## config.mk

```make
export PLATFORM = sky130hd
export DESIGN_NAME = spike_merge_fifo
export DESIGN_NICKNAME = d
export VERILOG_FILES = /design/src/rtl/spike_merge_fifo.sv
export SDC_FILE = /design/constraint.sdc
export NUM_CORES = 1
export LEC_CHECK = 0
export CORE_AREA = 2 2 99 120
export DETAILED_ROUTE_END_ITERATION = 10
export DIE_AREA = 0 0 101 122
export SYNTH_ARGS = -nofsm -noshare
export SYNTH_HDL_FRONTEND = slang
export SYNTH_SLANG_ARGS = --single-unit
```

## constraint.sdc

```tcl
create_clock -name clk -period 4.9 [get_ports clk]
set_clock_uncertainty 0.05 [all_clocks]
set_input_delay 0.98 -clock clk [delete_from_list [all_inputs] [get_ports clk]]
set_output_delay 0.98 -clock clk [all_outputs]
set_load 0.05 [all_outputs]
```

## src/rtl/spike_merge_fifo.sv

```systemverilog
// ----------------------------------------------------------------------------
// spike_merge_fifo: round-robin merge of spike channels into one circular FIFO
// Rev 1.0
// ----------------------------------------------------------------------------
`default_nettype none

module spike_merge_fifo #(
  parameter int NEURON_ID_W  = 4,
  parameter int NUM_CH       = 4,
  parameter int DEPTH        = 16,
  parameter int DROP_ON_FULL = 0,
  parameter int CNT_W        = 8,
  localparam int CH_W        = (NUM_CH > 1) ? $clog2(NUM_CH) : 1,
  localparam int LVL_W       = $clog2(DEPTH) + 1
) (
  input  logic                          clk,
  input  logic                          rst,
  input  logic [NUM_CH-1:0]             spike_in,
  input  logic [NUM_CH*NEURON_ID_W-1:0] spike_id_in,
  output logic [NUM_CH-1:0]             spike_ready,
  output logic                          spike_valid,
  output logic [CH_W-1:0]               spike_ch_out,
  output logic [NEURON_ID_W-1:0]        spike_id_out,
  input  logic                          spike_accept,
  output logic [LVL_W-1:0]              level,
  output logic [CNT_W-1:0]              drop_count
);

  localparam int PTR_W = $clog2(DEPTH);
  localparam int ENT_W = CH_W + NEURON_ID_W;
  localparam int POP_W = CH_W + 1;
  localparam int SUM_W = CNT_W + POP_W;
  localparam logic [CNT_W-1:0] CNT_MAX = '1;

  logic [PTR_W-1:0] wr_ptr_q, wr_ptr_d;
  logic [PTR_W-1:0] rd_ptr_q, rd_ptr_d;
  logic [LVL_W-1:0] level_q, level_d;
  logic [CH_W-1:0]  rr_ptr_q, rr_ptr_d;
  logic [CNT_W-1:0] drop_q, drop_d;
  logic [ENT_W-1:0] mem_q [DEPTH];

  logic             full, empty, any_req, wr_en, pop_en;
  logic [CH_W-1:0]  grant_ch;
  logic [NUM_CH-1:0] ready_raw;
  logic [POP_W-1:0] drop_inc;
  logic [SUM_W-1:0] drop_sum;

  function automatic logic [CH_W-1:0] wrap_ch(input logic [CH_W-1:0] base, input int off);
    int unsigned s;
    s = 32'(base) + 32'(off);
    return CH_W'(s % NUM_CH);
  endfunction

  // First requester at or after rr_ptr, scanning modulo NUM_CH.
  always_comb begin
    any_req  = 1'b0;
    grant_ch = '0;
    for (int i = 0; i < NUM_CH; i++) begin
      if (!any_req && spike_in[wrap_ch(rr_ptr_q, i)]) begin
        any_req  = 1'b1;
        grant_ch = wrap_ch(rr_ptr_q, i);
      end
    end
  end

  assign full   = (level_q == LVL_W'(DEPTH));
  assign empty  = (level_q == '0);
  assign wr_en  = any_req & ~full;
  assign pop_en = ~empty & spike_accept;

  generate
    if (DROP_ON_FULL != 0) begin : g_lossy
      logic [POP_W-1:0] req_cnt;
      always_comb begin
        req_cnt = '0;
        for (int c = 0; c < NUM_CH; c++) begin
          req_cnt = req_cnt + POP_W'(spike_in[c]);
        end
      end
      assign ready_raw = '1;
      // Every requester except the one written this cycle is lost.
      assign drop_inc  = req_cnt - POP_W'(wr_en);
    end else begin : g_backpressure
      logic [NUM_CH-1:0] grant;
      always_comb begin
        grant           = '0;
        grant[grant_ch] = any_req;
      end
      assign ready_raw = grant & {NUM_CH{~full}};
      assign drop_inc  = '0;
    end
  endgenerate

  assign spike_ready = rst ? '0 : ready_raw;

  always_comb begin
    wr_ptr_d = wr_ptr_q;
    rd_ptr_d = rd_ptr_q;
    rr_ptr_d = rr_ptr_q;
    if (wr_en) begin
      wr_ptr_d = wr_ptr_q + PTR_W'(1);
      rr_ptr_d = (grant_ch == CH_W'(NUM_CH - 1)) ? '0 : grant_ch + CH_W'(1);
    end
    if (pop_en) begin
      rd_ptr_d = rd_ptr_q + PTR_W'(1);
    end
  end

  assign level_d  = level_q + LVL_W'(wr_en) - LVL_W'(pop_en);
  assign drop_sum = SUM_W'(drop_q) + SUM_W'(drop_inc);
  assign drop_d   = (drop_sum > SUM_W'(CNT_MAX)) ? CNT_MAX : drop_sum[CNT_W-1:0];

  always_ff @(posedge clk or posedge rst) begin
    if (rst) begin
      wr_ptr_q <= '0;
      rd_ptr_q <= '0;
      level_q  <= '0;
      rr_ptr_q <= '0;
      drop_q   <= '0;
    end else begin
      wr_ptr_q <= wr_ptr_d;
      rd_ptr_q <= rd_ptr_d;
      level_q  <= level_d;
      rr_ptr_q <= rr_ptr_d;
      drop_q   <= drop_d;
    end
  end

  // Storage is left unreset; occupancy alone decides what is valid.
  always_ff @(posedge clk) begin
    if (wr_en) begin
      mem_q[wr_ptr_q] <= {grant_ch, spike_id_in[grant_ch*NEURON_ID_W +: NEURON_ID_W]};
    end
  end

  assign {spike_ch_out, spike_id_out} = mem_q[rd_ptr_q];
  assign spike_valid = ~empty;
  assign level       = level_q;
  assign drop_count  = drop_q;

endmodule

`default_nettype wire
```

; Word-level counts from Yosys, hierarchy flattened
; Memory sizes are Yosys's and may differ from the RTL's.
; Index checks and enable logic that the tools add are counted.
[op_classes]
n_shift = 1
n_bitwise = 6
eq_ne = 2
muxes = 22
n_addsub = 8
reduce_logical = 8
magnitude_cmp = 7
[op_table]
columns = op, count
row1 = $shiftx 16x5->4, 1
row2 = $lt 2x3->1 const B, 5
row3 = $mux 1, 11
row4 = $mux 2, 5
row5 = $add 4x1->4 const B, 2
row6 = $and 4x4->4, 2
row7 = $bmux 1 s2, 4
row8 = $gt 8x8->1 const B, 1
row9 = $add 5x1->5, 1
row10 = $eq 5x5->1 const B, 1
row11 = $logic_not 5->1, 1
row12 = $sub 5x1->5, 1
row13 = $add 2x1->2 const B, 2
row14 = $add 2x2->2 const B, 2
row15 = $logic_and 1x1->1, 4
row16 = $mux 4, 1
row17 = $logic_not 1->1, 3
row18 = $and 1x1->1, 2
row19 = $demux 1 s2, 1
row20 = $eq 2x2->1 const B, 1
row21 = $ge 2x1->1 const B, 1
row22 = $not 1->1, 2
[totals]
memories = 1
ram_bits = 96
inputBits = 23
out_inout_bits = 24
ff_bits = 16
[memory_table]
columns = memory, words, width, rd, rd_clocked_by_memory_dff, write_ports, line_no
row1 = mem_q, 16, 6, 1, 0, 1, 40  ; logic [ENT_W-1:0] mem_q [DEPTH];

; Depth between registers and ports, before layout
; Gate-level depths: netlist of run 1.
[depth]
ltp_word = 19
depth_mapped = 16
depth_no_buf = 15

; Least setup slack after synthesis of run 1
; OpenSTA, ideal clock, no wires.
[synth_path]
path_type = input-to-output
startpoint = input port spike_in[0]
endpoint = output port spike_ready[3]
cell_stages = 6
path_slack_ps = 1329
t_required_ps = 3870
t_arrival_ps = 2541
path_cell_list = nor2b_1 -> a21oi_1 -> o22ai_1 -> a21oi_2 -> ha_1 -> and3_1
[synth_via]
elab_chain_len = 19
word_cells_on_any_way = 30
cone_classes = order compare (2) / mux (19) / bitwise (2) / reduce/logical (7)
[synth_rtl]
columns = item, line_no
row1 = "start, declared", 18  ; input logic [NUM_CH-1:0] spike_in,
row2 = $bmux 1 s2, 59  ; if (!any_req && spike_in[wrap_ch(rr_ptr_q, i)]) begin
row3 = $mux 1 (implied by the code), 59
row4 = $mux 1, 59
row5 = $logic_not 1->1, 59
row6 = $logic_and 1x1->1, 59
row7 = $mux 1, 59
row8 = $logic_not 1->1, 59
row9 = $logic_and 1x1->1, 59
row10 = [4 not listed], n/a
row11 = via grant_ch[0], 43  ; logic [CH_W-1:0] grant_ch;
row12 = $lt 2x3->1 (implied by the code) or $ge 2x1->1 (tied branches), 87  ; grant[grant_ch] = any_req;
row13 = $logic_and 1x1->1 (implied by the code), 87
row14 = $mux 1 (implied by the code), 87
row15 = $demux 1 s2 (*), 87
row16 = $and 4x4->4 (no source line) (*), n/a
row17 = $and 4x4->4 (*), 89  ; assign ready_raw = grant & {NUM_CH{~full}};
row18 = $mux 4 (*), 94  ; assign spike_ready = rst ? '0 : ready_raw;
row19 = "end, declared", 20  ; output logic [NUM_CH-1:0] spike_ready,
; Mark *: on every way through the listed nets, which the timed path passes. The rest lies on a longest branch. The select of a mux whose other input is x is not followed.

; Worst setup path after layout of run 1
[layout_path]
startpoint = register rd_ptr_q[0]
endpoint = output port spike_ch_out[0]
[layout_via]
elab_chain_len = 1
[layout_rtl]
columns = item, line_no
row1 = "start, declared", 36  ; logic [PTR_W-1:0] rd_ptr_q, rd_ptr_d;
row2 = "start signal, assigned", 122  ; rd_ptr_q <= rd_ptr_d;
row3 = $mem_v2 16x6, n/a
row4 = "end, declared", 22  ; output logic [CH_W-1:0] spike_ch_out,
; No other way between the ends.

==> impl_metrics.py, run 1 <==
metrics = {
    "run_status": {
        "status": "complete, no violations",
    },
    "sta": {
        "drv_slew": 0,
        "finalHoldViolCount": 0,
        "rsz0062_at_grt": "no",
        "tightestPinTransition_ps": 1137,
        "finalCriticalPeriod_ps": 4094,
        "timing.final.crit_share": 0.8356,
        "slew_headroom": 0.2204,
        "setup_viol": 0,
        "tns_ps": 0,
        "max_freq_mhz": 244.2,
    },
    "synth": {
        "synthTopCellsByArea": "edfxtp_1, mux4_1, dfrtp_1",
        "synth-seq-cells": 111,
        "synthDistinctLibCells": 34,
        "synth_ff_type": "edfxtp_1",
        "yosysSeqAreaShare": 0.6614,
        "ys.warnings.count": 0,
        "synth_top_area_cell": "edfxtp_1",
        "yosysTopAreaCellShare": 0.5852,
        "syn_area_um2": 4926,
        "synth_common_cells": "edfxtp_1, mux4_1, inv_1, nor2_1",
        "avgSynthCellArea_um2": 18.04,
        "synth_most_common_cell": "edfxtp_1",
        "async_reset_ff_frac": 0.1351,
        "netlist_instances": 273,
        "synth-edff-count": 96,
    },
    "clock_network": {
        "cts_buffers": 9,
        "clk_latency_ps": 350,
        "htree_levels": 3,
        "clock_path_buffers": 2,
        "cts.sinks": 111,
        "cts_resized": 0,
        "post-cts-setup-buffers": 0,
        "cts-hold-fix-buffers": 0,
        "root_buffer": "clkbuf_16",
        "cts_tree": "yes",
        "clkSlewWorstSetupHoldPaths_ps": 70,
    },
    "critical_path": {
        "worst_path_dominant_cell_family": "multiplexers",
        "worstSetupPathType": "flop to output pin",
        "max_stage_delay_ps": 720,
        "rr_endpoint": "level[4]",
        "path_buf_inv": 2,
        "required_ps": 3870,
        "crit_arrival_ps": 3060,
        "r2r_slack_ps": 2100,
        "slowest_stage": "clkdlybuf4s50_1",
        "path_cells": "buf_4 -> mux4_1 -> mux4_2 -> clkdlybuf4s50_1",
        "worstReg2RegStart": "level[2]",
        "setup.worst_path.end_class": "output pin",
        "r2r.worst_path.cells": 15,
        "start_kind": "flop",
        "worstPathMaxFanout": 24,
    },
    "power": {
        "p_sw_uw": 1426,
        "power_density_nw_per_um2": 663.6,
        "p_comb_frac": 0.415,
        "pwr-share-seq": 0.400,
        "ir_drop_v": 0.0004219,
        "leakage_uw": 0.002127,
        "clkPwrFrac": 0.186,
        "p_int_uw": 2393,
        "sw_frac_of_total": 0.3734,
    },
    "finish": {
        "nNetsFinal": 359,
        "drive_above_1_share": 0.1446,
        "fin_area_um2": 5754,
        "diodes": 0,
        "final_util": 0.5093,
        "area_growth_pct": 16.81,
    },
    "hold_path": {
        "min_path_cells": 1,
        "min_path_type": "flop to flop",
        "hold_start": "rd_ptr_q[0]",
        "hold_end": "rd_ptr_q[0]",
    },
    "placed_design": {
        "routabilityCongestion": 0.7601,
        "dpl.hpwl_mm": 6.176,
        "io_buffers": 38,
        "dpl_cell_area_um2": 5449,
    },
    "grt": {
        "overflow": 0,
        "grt_first_pass_wirelength_mm": 13.82,
        "antenna_found_initial": 0,
        "grtUsageTotal": 0.1587,
        "grt_max_degree": 28,
        "grt_pass1_vias": 2467,
    },
    "run": {
        "max_cap_viol_count": 0,
    },
    "floorplan": {
        "rows": 43,
        "dieArea_um2": 12320,
        "die_h_um": 122,
        "die_x_um": 101,
        "ios": 47,
        "core_um2": 11300,
        "start_util": 0.4360,
    },
    "routing": {
        "drc_errors": 0,
        "post_drt_wl_per_cell_um": 19.80,
        "dr.pass1.iters": 4,
        "drt_iter0_drc": 165,
        "drt-total-wl_mm": 9.107,
        "via_per_inst": 5.328,
        "ant_nets": 0,
        "dr_total_vias": 2451,
    },
}
==> how the worst max path moves through the flow <==
stage	startpoint	endpoint	cells past startpoint
after floorplan	spike_in[0]	spike_ready[3]	6
after global placement	spike_in[1]	spike_ready[0]	9
after detailed placement	spike_in[1]	spike_ready[0]	9
after CTS	rd_ptr_q[0]	spike_ch_out[0]	4
after global routing	rd_ptr_q[0]	spike_ch_out[0]	4
final	rd_ptr_q[0]	spike_ch_out[0]	4
==> cells by family after synthesis <==
group                    count (synthesis)  share of synthesized area
AO/OA/AOI/OAI                           13                    0.01625
XOR/XNOR                                10                    0.01778
buffers and inverters                   38                    0.04343
flip-flops                             111                     0.6614
other                                    1                  0.0007613
AND/OR/NAND/NOR                         40                    0.03836
adder cells (fa/ha/maj)                 16                    0.04216
multiplexers                            44                     0.1798
==> layout by cell type, fill, tap and decap left out, types with 2 or more instances in the layout <==
cell	n
a21o_1	2
a21oi_1	6
and3_1	4
buf_12	2
buf_4	14
clkbuf_16	9
clkdlybuf4s50_1	34
clkinv_8	2
conb_1	8
dfrtp_1	15
edfxtp_1	96
ha_1	15
inv_1	17
inv_6	4
mux2_2	2
mux2i_1	12
mux4_1	18
mux4_2	12
nand2_1	7
nand2b_1	3
nand4_1	2
nor2_1	16
nor3_1	4
o22ai_1	2
xnor2_1	8
xor2_1	2
==> metrics by stage <==
stage | power, µW | setup slack [ps] | instances | hold slack (ps)
floorplan | 2692 | 1329 | 280 | 490.9
global placement | 3114 | 1062 | 443 | 469.5
detailed placement | 3154 | 1004 | 443 | 477.0
CTS | 3863 | 750.7 | 459 | 487.3
global route | 4034 | 696.2 | 460 | 502.6
finish | 3819 | 805.8 | 460 | 485.0
==> layer usage <==
metal  wire length, µm  GRT usage  part of all wire
met5                 0          0                 0
met4                88    0.04814            0.0097
met3               494    0.02983             0.054
met2              4915     0.2758              0.54
met1              3609     0.2024              0.40
==> state kept, by name, summed over array words and instances (netlist names) <==
| name | flops |
|---|---|
| level | 5 |
| mem_q | 96 |
| rr_ptr_q | 2 |
| wr_ptr_q | 4 |
| rd_ptr_q | 4 |
==> cell type report <==
cell class / instances / area (µm²)
fillers: 951 / 5544
flip-flops and latches: 111 / 3258
multi-input cells: 131 / 1480
repair buffers: 50 / 485.5
clock buffers: 9 / 225.2
well taps: 135 / 168.9
clock inverters: 7 / 72.57
inverters: 17 / 63.81
==> power by group through the flow <==
stage / combinational, µW / sequential [µW] / clock, µW
4_1_cts: 1600 / 1530 / 727
2_1_floorplan: 1170 / 1520 / 0
3_3_place_gp: 1570 / 1540 / 0
5_1_grt: 1710 / 1560 / 764
3_5_place_dp: 1600 / 1550 / 0
6_report: 1580 / 1530 / 710
==> worst reg2reg max path: cells and delay by family (launching register included) <==
family	cells	cell delay, ps
fa+ha+maj	4	990
xor+xnor	1	120
simple gates	5	770
flops	1	420
buf+inv	4	280
compound gates	1	60
Power figures use the tool's default switching activity.
==> run 2: changes to the inputs <==
==> constraint.sdc (replaced) <==
create_clock -name clk -period 3.9 [get_ports clk]
set_clock_uncertainty 0.05 [all_clocks]
set_input_delay 0.78 -clock clk [delete_from_list [all_inputs] [get_ports clk]]
set_output_delay 0.78 -clock clk [all_outputs]
set_load 0.05 [all_outputs]
==> impl_metrics.py, run 2 (synthesis results as in run 1) <==
metrics = {
    "grt": {
        "grt_pass1_vias": 2456,
        "overflow": 0,
        "antenna_found_initial": 0,
        "grt_busiest_layer": "met2",
        "grt_max_degree": 25,
        "grt_first_pass_wirelength_mm": 13.79,
        "grt_util_met1": 0.1931,
        "use_met3": 0.02869,
        "use_met2": 0.2783,
        "grtUsageTotal": 0.1552,
    },
    "finish": {
        "multiInputGateArea_um2": 1480,
        "largest_reg_flops": 96,
        "nNetsFinal": 360,
        "layout_commonest_cell": "edfxtp_1",
        "area_growth_pct": 16.81,
        "mostFrequentLayoutCells": "edfxtp_1, clkdlybuf4s50_1, buf_4",
        "final_cells": 461,
        "diodes": 0,
        "top_register": "mem_q",
        "regArea_um2": 3258,
        "fill_cells": 954,
        "fin_area_um2": 5754,
        "drive_above_1_share": 0.1656,
    },
    "hold_path": {
        "hold_end": "level[0]",
        "hold_start": "level[0]",
        "min_path_type": "flop to flop",
        "min_path_cells": 1,
    },
    "floorplan": {
        "core_um2": 11300,
        "start_util": 0.4360,
        "die_h_um": 122,
        "ios": 47,
        "die_x_um": 101,
        "rows": 43,
        "dieArea_um2": 12320,
    },
    "sta": {
        "tightestPinTransition_ps": 1298,
        "drv_slew": 0,
        "tns_ps": 0,
        "max_freq_mhz": 281.5,
        "timing.final.crit_share": 0.9110,
        "fin_ws_ps": 347.2,
        "slew_headroom": 0.1096,
        "setup_viol": 0,
        "finalHoldViolCount": 0,
        "finalCriticalPeriod_ps": 3553,
        "rsz0062_at_grt": "no",
    },
    "routing": {
        "drt-total-wl_mm": 9.100,
        "drc_errors": 0,
        "dr.pass1.iters": 5,
        "via_per_inst": 5.371,
        "dr_total_vias": 2476,
        "ant_nets": 0,
        "drt_iter0_drc": 146,
        "post_drt_wl_per_cell_um": 19.74,
    },
    "clock_network": {
        "cts.sinks": 111,
        "cts-hold-fix-buffers": 0,
        "clk_latency_ps": 340,
        "cts_resized": 0,
        "clkSlewWorstSetupHoldPaths_ps": 70,
        "post-cts-setup-buffers": 0,
        "clock_path_buffers": 2,
        "cts_tree": "yes",
        "root_buffer": "clkbuf_16",
        "htree_levels": 3,
        "cts_buffers": 9,
    },
    "power": {
        "ir_drop_v": 0.0002977,
        "leakage_uw": 0.002138,
        "clkPwrFrac": 0.186,
        "power_density_nw_per_um2": 836.6,
        "sw_frac_of_total": 0.3758,
        "p_int_uw": 3005,
        "p_comb_frac": 0.417,
        "pwr-share-seq": 0.397,
        "p_sw_uw": 1809,
    },
    "critical_path": {
        "worstReg2RegStart": "level[3]",
        "r2r.worst_path.cells": 15,
        "setup.worst_path.end_class": "output pin",
        "r2r_slack_ps": 1130,
        "start_kind": "input pin",
        "crit_arrival_ps": 2720,
        "worstSetupPathType": "input pin to output pin",
        "worstPathMaxFanout": 24,
        "rr_endpoint": "level[4]",
        "required_ps": 3070,
    },
    "run_status": {
        "status": "complete, no violations",
    },
    "placed_design": {
        "dpl_cell_area_um2": 5461,
        "dp_cells": 445,
        "io_buffers": 38,
        "dpl.hpwl_mm": 6.240,
        "routabilityCongestion": 0.7233,
        "preCtsSetupSlack_ps": 358.1,
    },
    "run": {
        "max_cap_viol_count": 0,
    },
}
==> run 2: changes by cell type in the layout (fill, tap and decap cells not counted) <==
cell,change
clkinv_8,-2
inv_6,-1
clkinv_2,-1
clkinvlp_4,+1
inv_8,+3
buf_12,+1
buf_4,+6
clkdlybuf4s50_1,-6
==> run 2: worst max-delay path: stages <==
cell             delay [ps]
clkdlybuf4s50_1         460
nor2b_1                 170
a21oi_1                 120
o22ai_1                 100
a21oi_2                 100
buf_4                   290
inv_1                   120
ha_1                    210
and3_1                  160
buf_4                   180
==> run 2: how the worst max path moves through the flow <==
stage / depth (start not counted) / startpoint / slack, ps / end
after detailed placement: 10 / spike_in[0] / 360 / spike_ready[0]
after global routing: 10 / spike_in[1] / 240 / spike_ready[0]
final: 10 / spike_in[0] / 350 / spike_ready[0]
after CTS: 10 / spike_in[0] / 340 / spike_ready[0]
after floorplan: 16 / level[2] / 610 / level[4]
after global placement: 10 / spike_in[0] / 460 / spike_ready[0]
==> run 2: power groups by stage <==
stage / clock [µW] / sequential, µW / combinational, µW
final: 894 / 1910 / 2010
after detailed placement: 0 / 1950 / 2040
after global placement: 0 / 1930 / 2010
after floorplan: 0 / 1910 / 1470
after global routing: 946 / 1950 / 2170
after CTS: 909 / 1920 / 2040
==> run 2: metal layers <==
layer | routed length [µm] | part of all wire | vias to the layer above
li1 | - | - | 1141
met1 | 3734 | 0.41 | 1271
met2 | 4895 | 0.54 | 59
met3 | 375 | 0.041 | 5
met4 | 95 | 0.010 | 0
met5 | 0 | 0 | -
==> run 2: layout make-up <==
class	instances	share of cell area
Clock buffer	9	0.03914
Multi-Input combinational cell	131	0.2572
Clock inverter	7	0.01174
Timing Repair Buffer	51	0.08524
Sequential cell	111	0.5662
Inverter	17	0.01109
Tap cell	135	0.02935
==> run 2: stage by stage <==
step | hold WS [ps] | power, µW | utilization
CTS | 510.8 | 4872 | 0.5093
finish | 497.9 | 4814 | 0.5093
global placement | 478.0 | 3938 | 0.4834
detailed placement | 493.1 | 3984 | 0.4834
global route | 568.3 | 5062 | 0.5093
floorplan | 490.9 | 3382 | -
